File: src/rtl/frame_update_ctrl.sv
// Per-frame player-position sequencer: waits for start of vertical blanking, then runs
// capture/move/clamp/commit once every FRAME_DIV frames and signals the redraw with ref_tick.
module frame_update_ctrl #(
    parameter int H_ACTIVE  = 640,
    parameter int V_ACTIVE  = 480,
    parameter int PLAYER_W  = 16,
    parameter int PLAYER_H  = 16,
    parameter int STEP      = 2,
    parameter int FRAME_DIV = 1,
    parameter int X_INIT    = 312,
    parameter int Y_INIT    = 232
) (
    input  logic       clk_i,
    input  logic       rst_i,
    input  logic [9:0] hc_i,
    input  logic [9:0] vc_i,
    input  logic [4:0] state_i,
    output logic       ref_tick_o,
    output logic [9:0] player_x_o,
    output logic [9:0] player_y_o,
    output logic       paused_o,
    output logic       busy_o
);

    localparam int CNT_W = (FRAME_DIV > 1) ? $clog2(FRAME_DIV) : 1;
    localparam logic [CNT_W-1:0]  CNT_LAST = CNT_W'(FRAME_DIV - 1);
    localparam logic [9:0]        X_MAX    = 10'(H_ACTIVE - PLAYER_W);
    localparam logic [9:0]        Y_MAX    = 10'(V_ACTIVE - PLAYER_H);
    localparam logic signed [11:0] STEP_S  = 12'(STEP);

    typedef enum logic [2:0] {IDLE, CAPTURE, MOVE, CLAMP, COMMIT} fsm_e;

    fsm_e                fsm_q;
    logic [CNT_W-1:0]    frame_cnt_q;
    logic                pause_prev_q;
    logic                paused_q;
    logic                busy_q;
    logic                ref_tick_q;
    logic [3:0]          cmd_q;
    logic signed [11:0]  nx_q, ny_q;
    logic [9:0]          player_x_q, player_y_q;

    logic                frame_start;
    logic signed [11:0]  dx, dy, nx_d, ny_d;
    logic [9:0]          cx_d, cy_d;

    assign frame_start = (vc_i == 10'(V_ACTIVE)) && (hc_i == 10'd0);

    // Opposite directions cancel on each axis independently, so diagonals still work.
    always_comb begin
        dx = '0;
        dy = '0;
        if (cmd_q[2] && !cmd_q[3]) dx = -STEP_S;
        if (cmd_q[3] && !cmd_q[2]) dx = STEP_S;
        if (cmd_q[0] && !cmd_q[1]) dy = -STEP_S;
        if (cmd_q[1] && !cmd_q[0]) dy = STEP_S;
        nx_d = $signed({2'b00, player_x_q}) + dx;
        ny_d = $signed({2'b00, player_y_q}) + dy;
    end

    always_comb begin
        cx_d = nx_q[9:0];
        cy_d = ny_q[9:0];
        if (nx_q < 0)                           cx_d = '0;
        else if (nx_q > $signed({2'b00, X_MAX})) cx_d = X_MAX;
        if (ny_q < 0)                           cy_d = '0;
        else if (ny_q > $signed({2'b00, Y_MAX})) cy_d = Y_MAX;
    end

    // Outputs are loaded on the CLAMP->COMMIT edge so ref_tick and the new position
    // are both visible for exactly the cycle the FSM spends in COMMIT.
    always_ff @(posedge clk_i) begin
        if (!rst_i) begin
            fsm_q        <= IDLE;
            frame_cnt_q  <= '0;
            pause_prev_q <= 1'b0;
            paused_q     <= 1'b0;
            busy_q       <= 1'b0;
            ref_tick_q   <= 1'b0;
            cmd_q        <= '0;
            nx_q         <= '0;
            ny_q         <= '0;
            player_x_q   <= 10'(X_INIT);
            player_y_q   <= 10'(Y_INIT);
        end else begin
            pause_prev_q <= state_i[4];
            if (state_i[4] && !pause_prev_q)
                paused_q <= ~paused_q;
            ref_tick_q <= 1'b0;
            unique case (fsm_q)
                IDLE: begin
                    if (frame_start) begin
                        if (frame_cnt_q == CNT_LAST) begin
                            frame_cnt_q <= '0;
                            busy_q      <= 1'b1;
                            fsm_q       <= CAPTURE;
                        end else begin
                            frame_cnt_q <= frame_cnt_q + CNT_W'(1);
                        end
                    end
                end
                CAPTURE: begin
                    cmd_q <= paused_q ? 4'd0 : state_i[3:0];
                    fsm_q <= MOVE;
                end
                MOVE: begin
                    nx_q  <= nx_d;
                    ny_q  <= ny_d;
                    fsm_q <= CLAMP;
                end
                CLAMP: begin
                    player_x_q <= cx_d;
                    player_y_q <= cy_d;
                    ref_tick_q <= 1'b1;
                    fsm_q      <= COMMIT;
                end
                COMMIT: begin
                    busy_q <= 1'b0;
                    fsm_q  <= IDLE;
                end
                default: begin
                    busy_q <= 1'b0;
                    fsm_q  <= IDLE;
                end
            endcase
        end
    end

    assign ref_tick_o = ref_tick_q;
    assign player_x_o = player_x_q;
    assign player_y_o = player_y_q;
    assign paused_o   = paused_q;
    assign busy_o     = busy_q;

endmodule

File: config.mk
export PLATFORM = sky130hd
export DESIGN_NAME = frame_update_ctrl
export DESIGN_NICKNAME = d
export VERILOG_FILES = /design/src/rtl/frame_update_ctrl.sv
export SDC_FILE = /design/constraint.sdc
export NUM_CORES = 1
export LEC_CHECK = 0
export BUFFER_PORTS_ARGS = -buffer_cell sky130_fd_sc_hd__buf_2
export CAP_MARGIN = 20
export CORE_ASPECT_RATIO = 0.7
export CORE_MARGIN = 3
export CORE_UTILIZATION = 35
export DETAILED_ROUTE_END_ITERATION = 8
export SYNTH_ARGS = -nofsm -noshare
export SYNTH_HDL_FRONTEND = slang
export SYNTH_SLANG_ARGS = --single-unit
File: constraint.sdc
create_clock -name clk_i -period 3.5 [get_ports clk_i]
set_clock_uncertainty 0.2 [all_clocks]
set_input_delay 0.7 -clock clk_i [delete_from_list [all_inputs] [get_ports clk_i]]
set_output_delay 0.7 -clock clk_i [all_outputs]
set_load 0.02 [all_outputs]
==> summary.txt <==
Outcome
  – Status: finished clean

Global route
  – First-pass GRT wire length: 13.5 mm
  – Remaining global-route overflow: 0
  – Initial antenna violation count: 0
  – Largest net degree at the start of global routing: 38
  – Tot GR Track Use: between 10% and 20%
  – Vias in the first global route: approximately 2,600

Critical path
  – Flop2flop setup slack: about 0.76 ns
  – Critical Path End Type: flop
  – Worst Path Required: between 3 and 4 ns
  – CP startpoint kind: flop
  – Critical Path Most Common Cell: ha_1
  – WS Path Type: flop to flop
  – CP Cell Sequence: inv_1, ha_1, inv_1, ha_1, ha_1, or3_1, a21oi_1, or3_1, nand4_1, mux2i_1, a31o_2
  – Worst Setup SP: cmd_q[1]$_SDFFE_PN0P_
  – Worst r2r src: cmd_q[1]$_SDFFE_PN0P_
  – Crit-path max FO: 5
  – Critical path arrival: between 2 and 3 ns
  – Crit path max-delay cell type: a21oi_1
  – Capturing point of the worst reg2reg path: ny_q[7]$_SDFFE_PN0N_
  – R2R cell count: 11
  – Slowest cell delay on critical path: between 0.3 and 0.4 ns

STA
  – Fin. Hold Viols: 0
  – Tmin final: between 2 and 3 ns
  – Setup violators final: 0
  – F_max: approximately 360 MHz
  – Period Utilization, post-route: between 70 and 80%
  – Measured slew at the worst slew-check pin: approximately 0.73 ns
  – Slew headroom: 51.2%
  – RSZ-0062 raised after global routing: false
  – Pins Over Slew Limit: 0
  – Final setup TNS: 0 ns

Yosys
  – Asr flop ratio synth: 0%
  – Synth warn: 0
  – Synthesized Nets: 430
  – Post-synthesis cell type count: 56
  – Synth Instances: roughly 400
  – Seq/Total Area, Yosys: about a third
  – Post-synth EDFFs: 0
  – Syn Area/Cell: approximately 8.0 µm²
  – Yosys reg bits: 55
  – Synthesized area: around 3200 µm²
  – Main synth FF type: dfxtp_1

Power and ir drop
  – Final Total Pwr: 1.15 mW
  – Peak VDD IR: about 0.18 mV
  – Pleak: between 1 and 1.5 nW
  – Pwr dens: between 300 and 400 nW/µm²

Clock tree
  – Clock latency on the worst-skew pair: roughly 0.29 ns
  – Post-CTS Hold Fix Bufs: 0
  – Sink Count: between 50 and 60
  – Post-CTS resize count: 0
  – Reg clk slew, reported paths: 0.07 ns
  – CTS root buf: clkbuf_16
  – Num CTS Buffers: 5
  – CTS tree: built
  – CTS H-tree depth: 2
  – Clock Path Buffers: 2
  – Postcts setup bufs: 0

Flow run
  – Max-cap violations: 0

Detailed routing
  – Final ANT Viol Nets: 0
  – Post-DR wirelength/cell: 15.3 µm
  – DRT iter0 DRCs: 249
  – Vias: just under 3,000
  – Vias per inst: between 5 and 6
  – Final WL: 8.31 mm
  – Number of remaining DRC errors: 0
  – DRT Pass-1 Iters: 4

Hold path
  – Worst min path class: flop to flop
  – Min-delay src: cmd_q[1]$_SDFFE_PN0P_
  – Hold Crit Depth: 2
  – Hold endpoint: cmd_q[1]$_SDFFE_PN0P_

Floorplan
  – Die area: 10,200 µm²
  – FP Rows: 28
  – Initial core utilization: 36.6%
  – Core ar.: ~8600 µm²
  – Io pins: 50
  – Die Y-Extent: approximately 85 µm
  – Die Width: ~120 µm

Finish
  – Post-layout util: a little over two fifths
  – Layout area overhead: 14.2%
  – Filler cells: around 880
  – Nets: 458
  – Diodes inserted: 0
  – Multi-input logic area: about 1900 µm²
  – Layout cells sized above 1: around 17%
  – FF+latch area: between 1000 and 1500 µm²

Place
  – # port buffers: 49
  – Hpwl dp: 5.83 mm
  – Routability cong.: 0.822
flip-flops by register name, summed over array words and instances (netlist names):
signal,count
paused_o,1
ny_q,12
ref_tick_o,1
player_y_o,10
pause_prev_q,1
busy_o,1
player_x_o,10
nx_q,12
cmd_q,4
fsm_q,3
cell usage after synthesis, drive strengths merged, types with 5 or more instances:
| cell | count | area [µm²] |
|---|---|---|
| o21ai | 14 | 70.1 |
| nand3b | 9 | 67.6 |
| nand3 | 11 | 55.1 |
| nor2 | 38 | 143 |
| xor2 | 7 | 61.3 |
| nor4 | 5 | 31.3 |
| xnor2 | 16 | 140 |
| o31ai | 5 | 37.5 |
| or3 | 10 | 62.6 |
| nand2 | 35 | 131 |
| nor3 | 14 | 70.1 |
| a22oi | 9 | 67.6 |
| dfxtp | 55 | 1100 |
| ha | 8 | 100 |
| clkbuf | 22 | 82.6 |
| a211oi | 10 | 75.1 |
| buf | 12 | 63.8 |
| inv | 8 | 30.0 |
| a21oi | 37 | 185 |
power breakdown:
| part | total [mW] | leakage (nW) | switching (mW) | internal (mW) |
|---|---|---|---|---|
| Sequential | 0.629 | 0.444 | 0.00168 | 0.627 |
| Combinational | 0.0394 | 0.847 | 0.0206 | 0.0188 |
| Clock | 0.483 | 0.0679 | 0.218 | 0.265 |
| Total | 1.15 | 1.36 | 0.240 | 0.911 |
area by class of cell:
type | instances | share of cell area (%)
clock inverters | 1 | 0.139
clock buffers | 7 | 3.68
multi-input cells | 297 | 52.1
well taps | 120 | 4.17
inverters | 9 | 0.937
repair buffers | 55 | 8.40
flip-flops and latches | 55 | 30.6
cells in the final DEF (no fill, tap or decap), drive strengths merged, types with 5 or more instances in the layout:
cell    count
o21ai      14
nand3b      9
dfxtp      55
xnor2      16
a211oi     10
clkbuf      7
xor2        7
buf        55
nor2       38
nand3      11
o31ai       5
inv         8
a22oi       9
nand2      35
nor3       14
or3        10
nor4        5
ha          8
a21oi      37
critical path, delay by kind of cell, from the launching register on:
kind / cells / cell delay (ns)
buf+inv: 2 / 0.10
compound gates: 2 / 0.55
mux: 1 / 0.14
fa+ha+maj: 3 / 0.72
simple gates: 3 / 0.60
flops: 1 / 0.32
per-stage QoR:
| step | worst slack [ns] | cells | area, µm² | hold WS (ns) |
|---|---|---|---|---|
| after global placement | 0.909 | 536 | 3470 | 0.245 |
| after global routing | 0.612 | 544 | 3600 | 0.283 |
| final | 0.757 | 544 | 3600 | 0.258 |
| after CTS | 0.775 | 544 | 3600 | 0.259 |
| after floorplan | 0.691 | 395 | 3150 | 0.232 |
| after detailed placement | 0.800 | 536 | 3470 | 0.249 |
routing by layer:
metal / global-route usage [%] / routed length (µm) / vias to the layer above
met4: 3.74 / 69 / 0
met2: 21.6 / 3210 / 92
met3: 3.40 / 502 / 7
li1: - / - / 1490
met5: 0 / 0 / -
met1: 26.7 / 4530 / 1370
how the worst max path moves through the flow:
stage,cells past startpoint,to,slack [ns]
after global placement,11,ny_q[7]$_SDFFE_PN0N_,0.91
after detailed placement,11,ny_q[7]$_SDFFE_PN0N_,0.80
final,11,ny_q[7]$_SDFFE_PN0N_,0.76
after global routing,10,ny_q[9]$_SDFFE_PN0N_,0.61
after CTS,11,ny_q[7]$_SDFFE_PN0N_,0.78
after floorplan,12,nx_q[7]$_SDFFE_PN0N_,0.69
logic make-up (layout without fill, tap and decap cells):
kind of cell	count (synthesis)	count (layout)	synth area share [%]
AND/OR/NAND/NOR	153	153	25.0
multiplexers	5	5	1.63
XOR/XNOR	23	23	6.39
AO/OA/AOI/OAI	108	108	23.2
adder cells (fa/ha/maj)	8	8	3.17
flip-flops	55	55	34.9
buffers and inverters	43	72	5.71
Power figures use the tool's default switching activity.
